## config.mk

```make
export PLATFORM = sky130hd
export DESIGN_NAME = operand_fetch
export DESIGN_NICKNAME = d
export VERILOG_FILES = /design/src/rtl/riscv_pkg.sv /design/src/rtl/hazard_unit.sv /design/src/rtl/operand_fetch.sv
export SDC_FILE = /design/constraint.sdc
export NUM_CORES = 1
export LEC_CHECK = 0
export BUFFER_PORTS_ARGS = -buffer_cell sky130_fd_sc_hd__buf_2
export CAP_MARGIN = 20
export CORE_AREA = 3 3 126 128
export CTS_CLUSTER_DIAMETER = 200
export CTS_CLUSTER_SIZE = 24
export DETAILED_ROUTE_END_ITERATION = 6
export DIE_AREA = 0 0 129 131
export PLACE_DENSITY_LB_ADDON = 0.05
export SYNTH_ARGS = -nofsm -noshare
export SYNTH_HDL_FRONTEND = slang
export SYNTH_HIERARCHICAL = 1
export SYNTH_SLANG_ARGS = --single-unit
```

## constraint.sdc

```tcl
create_clock -name CLK -period 3.1 [get_ports CLK]
set_input_delay 0 -clock CLK [delete_from_list [all_inputs] [get_ports CLK]]
set_output_delay 0 -clock CLK [all_outputs]
set_load 0.05 [all_outputs]
```

## src/rtl/riscv_pkg.sv

```systemverilog
// Shared RV32I decode constants and the ID/EX payload used by the operand-fetch stage.
package riscv_pkg;

    localparam int unsigned XLEN   = 32;
    localparam int unsigned REG_AW = 5;
    localparam int unsigned ILEN   = 32;

    localparam logic [6:0] OP_LUI    = 7'b0110111;
    localparam logic [6:0] OP_AUIPC  = 7'b0010111;
    localparam logic [6:0] OP_JAL    = 7'b1101111;
    localparam logic [6:0] OP_JALR   = 7'b1100111;
    localparam logic [6:0] OP_BRANCH = 7'b1100011;
    localparam logic [6:0] OP_LOAD   = 7'b0000011;
    localparam logic [6:0] OP_STORE  = 7'b0100011;
    localparam logic [6:0] OP_IMM    = 7'b0010011;
    localparam logic [6:0] OP_OP     = 7'b0110011;

    localparam logic [ILEN-1:0] NOP_INSTR = 32'h00000013;

    typedef enum logic {
        ST_EMPTY = 1'b0,
        ST_FULL  = 1'b1
    } of_state_e;

    typedef struct packed {
        logic [ILEN-1:0]   instr;
        logic [XLEN-1:0]   pc;
        logic [XLEN-1:0]   rs1;
        logic [XLEN-1:0]   rs2;
        logic [REG_AW-1:0] rd;
    } idex_t;

    // Only U/J-type formats lack an rs1 field.
    function automatic logic op_uses_rs1(input logic [6:0] op);
        return !((op == OP_LUI) || (op == OP_AUIPC) || (op == OP_JAL));
    endfunction

    function automatic logic op_uses_rs2(input logic [6:0] op);
        return (op == OP_OP) || (op == OP_STORE) || (op == OP_BRANCH);
    endfunction

endpackage

```

## src/rtl/hazard_unit.sv

```systemverilog
// Load-use interlock: flags an instruction whose source registers match a pending load.
module hazard_unit
    import riscv_pkg::*;
(
    input  logic [ILEN-1:0]   in_instr,
    input  logic              ld_valid,
    input  logic [REG_AW-1:0] ld_rd,
    output logic              use_rs1,
    output logic              use_rs2,
    output logic              stall
);

    logic [6:0]        opcode;
    logic [REG_AW-1:0] rs1;
    logic [REG_AW-1:0] rs2;
    logic              unused_bits;

    assign opcode      = in_instr[6:0];
    assign rs1         = in_instr[19:15];
    assign rs2         = in_instr[24:20];
    assign unused_bits = ^{in_instr[31:25], in_instr[14:7]};

    assign use_rs1 = op_uses_rs1(opcode);
    assign use_rs2 = op_uses_rs2(opcode);

    // A load into x0 never produces a dependency.
    assign stall = ld_valid && (ld_rd != '0)
                 && ((use_rs1 && (ld_rd == rs1)) || (use_rs2 && (ld_rd == rs2)));

endmodule

```

## src/rtl/operand_fetch.sv

```systemverilog
// Decode/operand-fetch stage: register read, execute bypass, load-use interlock, ID/EX register.
module operand_fetch
    import riscv_pkg::*;
(
    input  logic              CLK,
    input  logic              rst_n,
    input  logic              in_valid,
    output logic              in_ready,
    input  logic [ILEN-1:0]   in_instr,
    input  logic [XLEN-1:0]   in_pc,
    output logic [REG_AW-1:0] rf_a1,
    output logic [REG_AW-1:0] rf_a2,
    input  logic [XLEN-1:0]   rf_rd1,
    input  logic [XLEN-1:0]   rf_rd2,
    input  logic              byp_valid,
    input  logic [REG_AW-1:0] byp_rd,
    input  logic [XLEN-1:0]   byp_data,
    input  logic              ld_valid,
    input  logic [REG_AW-1:0] ld_rd,
    input  logic              flush,
    output logic              out_valid,
    input  logic              out_ready,
    output logic [ILEN-1:0]   out_instr,
    output logic [XLEN-1:0]   out_pc,
    output logic [XLEN-1:0]   out_rs1,
    output logic [XLEN-1:0]   out_rs2,
    output logic [REG_AW-1:0] out_rd
);

    of_state_e state_q, state_d;
    idex_t     idex_q, idex_d;
    logic      hz_stall;
    logic      use_rs1;
    logic      use_rs2;
    logic      unused_use;
    logic      accept;

    hazard_unit u_hazard (
        .in_instr (in_instr),
        .ld_valid (ld_valid),
        .ld_rd    (ld_rd),
        .use_rs1  (use_rs1),
        .use_rs2  (use_rs2),
        .stall    (hz_stall)
    );

    assign unused_use = use_rs1 ^ use_rs2;

    assign rf_a1 = in_instr[19:15];
    assign rf_a2 = in_instr[24:20];

    // The register file writes on negedge, so only execute needs a bypass path.
    function automatic logic [XLEN-1:0] resolve(
        input logic [REG_AW-1:0] addr,
        input logic [XLEN-1:0]   rf_val,
        input logic              bv,
        input logic [REG_AW-1:0] brd,
        input logic [XLEN-1:0]   bdata
    );
        if (addr == '0)                 return '0;
        else if (bv && (brd == addr))   return bdata;
        else                            return rf_val;
    endfunction

    assign out_valid = (state_q == ST_FULL);
    assign in_ready  = !flush && !hz_stall && (!out_valid || out_ready);
    assign accept    = in_valid && in_ready;

    // Next state and next payload.
    always_comb begin
        state_d      = state_q;
        idex_d       = idex_q;
        if (flush) begin
            state_d = ST_EMPTY;
        end else if (accept) begin
            state_d = ST_FULL;
        end else if ((state_q == ST_FULL) && out_ready) begin
            state_d = ST_EMPTY;
        end
        if (accept) begin
            idex_d.instr = in_instr;
            idex_d.pc    = in_pc;
            idex_d.rs1   = resolve(in_instr[19:15], rf_rd1, byp_valid, byp_rd, byp_data);
            idex_d.rs2   = resolve(in_instr[24:20], rf_rd2, byp_valid, byp_rd, byp_data);
            idex_d.rd    = in_instr[11:7];
        end
    end

    always_ff @(posedge CLK or negedge rst_n) begin
        if (!rst_n) begin
            state_q <= ST_EMPTY;
            idex_q  <= '{instr: NOP_INSTR, default: '0};
        end else begin
            state_q <= state_d;
            idex_q  <= idex_d;
        end
    end

    assign out_instr = idex_q.instr;
    assign out_pc    = idex_q.pc;
    assign out_rs1   = idex_q.rs1;
    assign out_rs2   = idex_q.rs2;
    assign out_rd    = idex_q.rd;

endmodule

```

==> results.md <==
GRT:
- Across every metal layer, demand over resource in global routing totals 0.227.
- Entering global routing, the biggest net connects 68 pins.
- The via count of the first global-routing pass is about 6000.
- The remaining global-route overflow is 0.
- The initial antenna violation count is 0.
- The first-pass GRT wire length is a little under 30 mm.

Setup path:
- Data on the critical path is required at its endpoint by 3380 ps.
- STA classifies the critical path startpoint as an input port.
- The type of the worst setup path is input port to flop.
- For the worst setup path, the data arrival time is 3100 ps.
- In this run the register-to-register setup slack is 910 ps.
- The start of the worst register-to-register path is out_valid$_DFFE_PN0P_.
- The number of cells traversed by the worst register-to-register path is 6.
- Of all nets on the critical path, the largest fanout is 23.
- The capturing point of the worst reg2reg path is out_valid$_DFFE_PN0P_.
- STA classifies the critical path endpoint as a flop.

Final layout:
- The sequential cells in the finished layout cover a total of 0.00323 mm².
- The number of standard cells in the layout, taps in and fillers out is ~1200.
- The number of nets in the layout is 1151.
- In the final layout, the multi-input gates occupy between 0.002 and 0.0025 mm².
- The finished cells cover 0.0100 mm².
- The total of fill cells in the finished design is about 1100.
- The ratio of cells with drive above 1 in the final layout is 0.440.
- From synthesis to final layout, the design area changed by 69.8%.
- The diode insertion count for antenna repair is 0.

Yosys:
- Of all flip-flops after synthesis, the portion carrying an async set or reset was 1.00.
- The count of state elements after synthesis is 129.
- The number of synthesized flops with an enable pin is 0.
- The average cell area after synthesis is around 12 µm².
- Counting every net in the synthesized netlist gives about 650.
- Of the synthesized area, sequential elements account for 0.548.
- Counting distinct cell types in the post-synthesis netlist gives 29.
- The most used flip-flop cell after synthesis is sky130_fd_sc_hd__dfrtp_1.
- The Yosys step of the flow raised 6 warnings.
- The cell area after synthesis is 0.00590 mm².
- The instance count of the mapped netlist is between 400 and 500.

Clock network:
- After clock tree synthesis, the clock-pin slew on the worst setup and hold paths is about 50 ps.
- The cell at the root of the clock tree is sky130_fd_sc_hd__clkbuf_16.
- At the later pin of the worst-skew pair, clock insertion delay measures between 400 and 500 ps.
- TritonCTS built the clock tree.
- The clock net in this run drives a total of approximately 130 sinks.
- The number of clock buffers added by TritonCTS is 17.
- The number of levels in the clock H-tree is 4.
- Post-CTS repair changed the size of 0 cells.
- The buffer levels on the longest clock path is 2.

Timing:
- In the finished design, the share of the clock period the worst path needs comes to 0.908.
- The clock tree skew after final layout is around 5.1 ps.
- The highest clock frequency the design can meet is around 360 MHz.
- Setup violations remaining at the end of the flow were counted as 0.
- At the pin with the least slew margin, the transition time is 973 ps.
- The relative max-transition margin is 0.348.
- The final hold violation count came to 0.
- In the final timing run, aggregate negative setup slack is 0 ps.
- Subtracting the final worst setup slack from the clock period gives 2820 ps.
- The max-slew violation count came to 0.
- Setup repair after global routing left no endpoint under its margin.

Route:
- The post-detailed-route DRC marker count is 0.
- The number of nets with antenna violations after detailed routing is 0.
- The number of iterations in the first detailed-routing pass is 4.
- The detailed router finished its first iteration with approximately 220 violations.
- The detail-routed via count per cell is ~4.7.
- The total vias in the final route is between 5000 and 6000.
- The average wire per standard cell is approximately 17 µm.
- The total wirelength of the detailed-routed design is around 20 mm.

Die:
- The floorplan step defined a die boundary enclosing roughly 0.017 mm².
- The floorplan step set the die width to 129 µm.
- The floorplan step set the die height to 131 µm.
- In this run the standard cell core region covers about 0.015 mm².
- The initial utilization of the core area, before any placement, comes to 0.394.
- The floorplan has 45 rows.
- During I/O placement, the number of pins put on the boundary was between 300 and 400.

Place:
- The last weighted congestion value of the routability-driven placer is approximately 0.81.
- The HPWL after detailed placement is around 13 mm.
- The number of buffers added on ports is roughly 320.
- The post-placement cell count is ~950.
- Once placement finished, the instance area stood at 0.00746 mm².

Pwr:
- Across the VDD grid, the largest voltage drop is between 0.3 and 0.4 mV.
- The ratio of total power to cell area is ~650 mW/mm².
- The leakage component of the power is between 4 and 5 nW.

Min path:
- The class of the tightest hold or removal check is input port to flop.
- Counting instances, the worst hold path has a depth of 3.
- The start point of the worst min-delay path is in_valid.
- The worst hold path endpoint is out_rs2[24]$_DFFE_PN0P_.

Run:
- The number of maximum-capacitance constraint violations is 0.

Outcome:
- The run finished with clean final reports.
-- final cells by class --
class                   count  share of cell area
clock inverters            13              0.0161
well taps                 188              0.0235
repair buffers            524               0.363
flip-flops and latches    129               0.323
clock buffers              19              0.0442
multi-input cells         302               0.230
-- critical path, stage by stage --
cell                            delay, ps
sky130_fd_sc_hd__dlygate4sd3_1        540
sky130_fd_sc_hd__buf_2                170
sky130_fd_sc_hd__xor2_1               170
sky130_fd_sc_hd__nor4_1               250
sky130_fd_sc_hd__and3_2               730
sky130_fd_sc_hd__buf_4                290
sky130_fd_sc_hd__mux2i_1              250
sky130_fd_sc_hd__dlygate4sd3_1        610
sky130_fd_sc_hd__o21ai_1               60
-- power by group --
| group | switching [mW] | internal (mW) | total (mW) | leakage, nW |
|---|---|---|---|---|
| Sequential | 0.146 | 1.99 | 2.13 | 1.56 |
| Clock | 0.735 | 1.28 | 2.02 | 0.285 |
| Combinational | 1.64 | 0.696 | 2.33 | 2.92 |
| Total | 2.52 | 3.97 | 6.48 | 4.77 |
-- cells in the final DEF (no fill, tap or decap), drive strengths merged --
master       Yosys  layout
clkinv           0       5
o211ai           2       2
xnor2            6       6
xor2            14      14
dfrtp          126     126
buf             33     329
nand2           66      66
clkbuf          10      19
and4             1       1
dlygate4sd3      0     195
o21ai           66      66
or4              3       3
nand4            2       2
inv              0       1
dfstp            3       3
nand2b           1       1
clkinvlp         0       4
mux2i           64      64
nor4             2       2
mux2            64      64
nor2             1       1
and3             3       3
and2             1       1
a21oi            1       1
nor3b            2       2
o2111ai          1       1
nor3             2       2
bufinv           0       3
-- cell usage after synthesis, types with 6 or more instances --
master / n / share of area
sky130_fd_sc_hd__mux2_2: 64 / 0.12
sky130_fd_sc_hd__o21ai_1: 61 / 0.052
sky130_fd_sc_hd__xnor2_1: 6 / 0.0089
sky130_fd_sc_hd__xor2_1: 14 / 0.021
sky130_fd_sc_hd__nand2_1: 66 / 0.042
sky130_fd_sc_hd__mux2i_1: 64 / 0.11
sky130_fd_sc_hd__buf_4: 15 / 0.019
sky130_fd_sc_hd__buf_12: 6 / 0.020
sky130_fd_sc_hd__buf_6: 7 / 0.013
sky130_fd_sc_hd__dfrtp_1: 126 / 0.53
-- per-layer routing --
metal | global-route usage | up-vias | share of wire
met5 | 0 | - | 0
met4 | 0.0970 | 0 | 0.031
met3 | 0.0671 | 43 | 0.065
met2 | 0.415 | 220 | 0.52
met1 | 0.245 | 2663 | 0.38
li1 | - | 2637 | -
-- through the flow --
step / hold slack (ps) / total power, mW / setup WS [ps] / utilization
2_1_floorplan: -296 / 3.69 / 922 / -
3_3_place_gp: 148 / 4.26 / 735 / 0.497
3_5_place_dp: 155 / 4.29 / 857 / 0.498
4_1_cts: 6.15 / 6.53 / 344 / 0.669
5_1_grt: 24.1 / 6.76 / 110 / 0.669
6_report: 15.1 / 6.48 / 284 / 0.669
-- how the worst max path moves through the flow --
stage / start / to / depth (start not counted)
after floorplan: ld_rd[0] / out_instr[23]$_DFFE_PN0P_ / 8
after global placement: ld_rd[0] / out_rs2[26]$_DFFE_PN0P_ / 8
after detailed placement: in_instr[3] / out_pc[16]$_DFFE_PN0P_ / 9
after CTS: in_instr[20] / out_rs2[24]$_DFFE_PN0P_ / 9
after global routing: in_instr[20] / out_rs2[24]$_DFFE_PN0P_ / 9
final: in_instr[20] / out_rs2[24]$_DFFE_PN0P_ / 9
-- kinds of logic after synthesis --
group | after synthesis | synth area share
buffers and inverters | 43 | 0.0645
AND/OR/NAND/NOR | 84 | 0.0636
AO/OA/AOI/OAI | 70 | 0.0636
multiplexers | 128 | 0.231
flip-flops | 129 | 0.548
XOR/XNOR | 20 | 0.0297
-- sequential cells by signal (all words and copies together), names as in the netlist --
signal and cells:
out_valid 1, out_pc 32, out_rs2 32, out_instr 32
out_rs1 32
-- repair_timing --
action | CTS | global route
buffers inserted | 0 | 0
hold buffers | 195 | 0
endpoints found under the hold margin | 193 | 0
No activity file was read; power rests on OpenSTA's default activity.
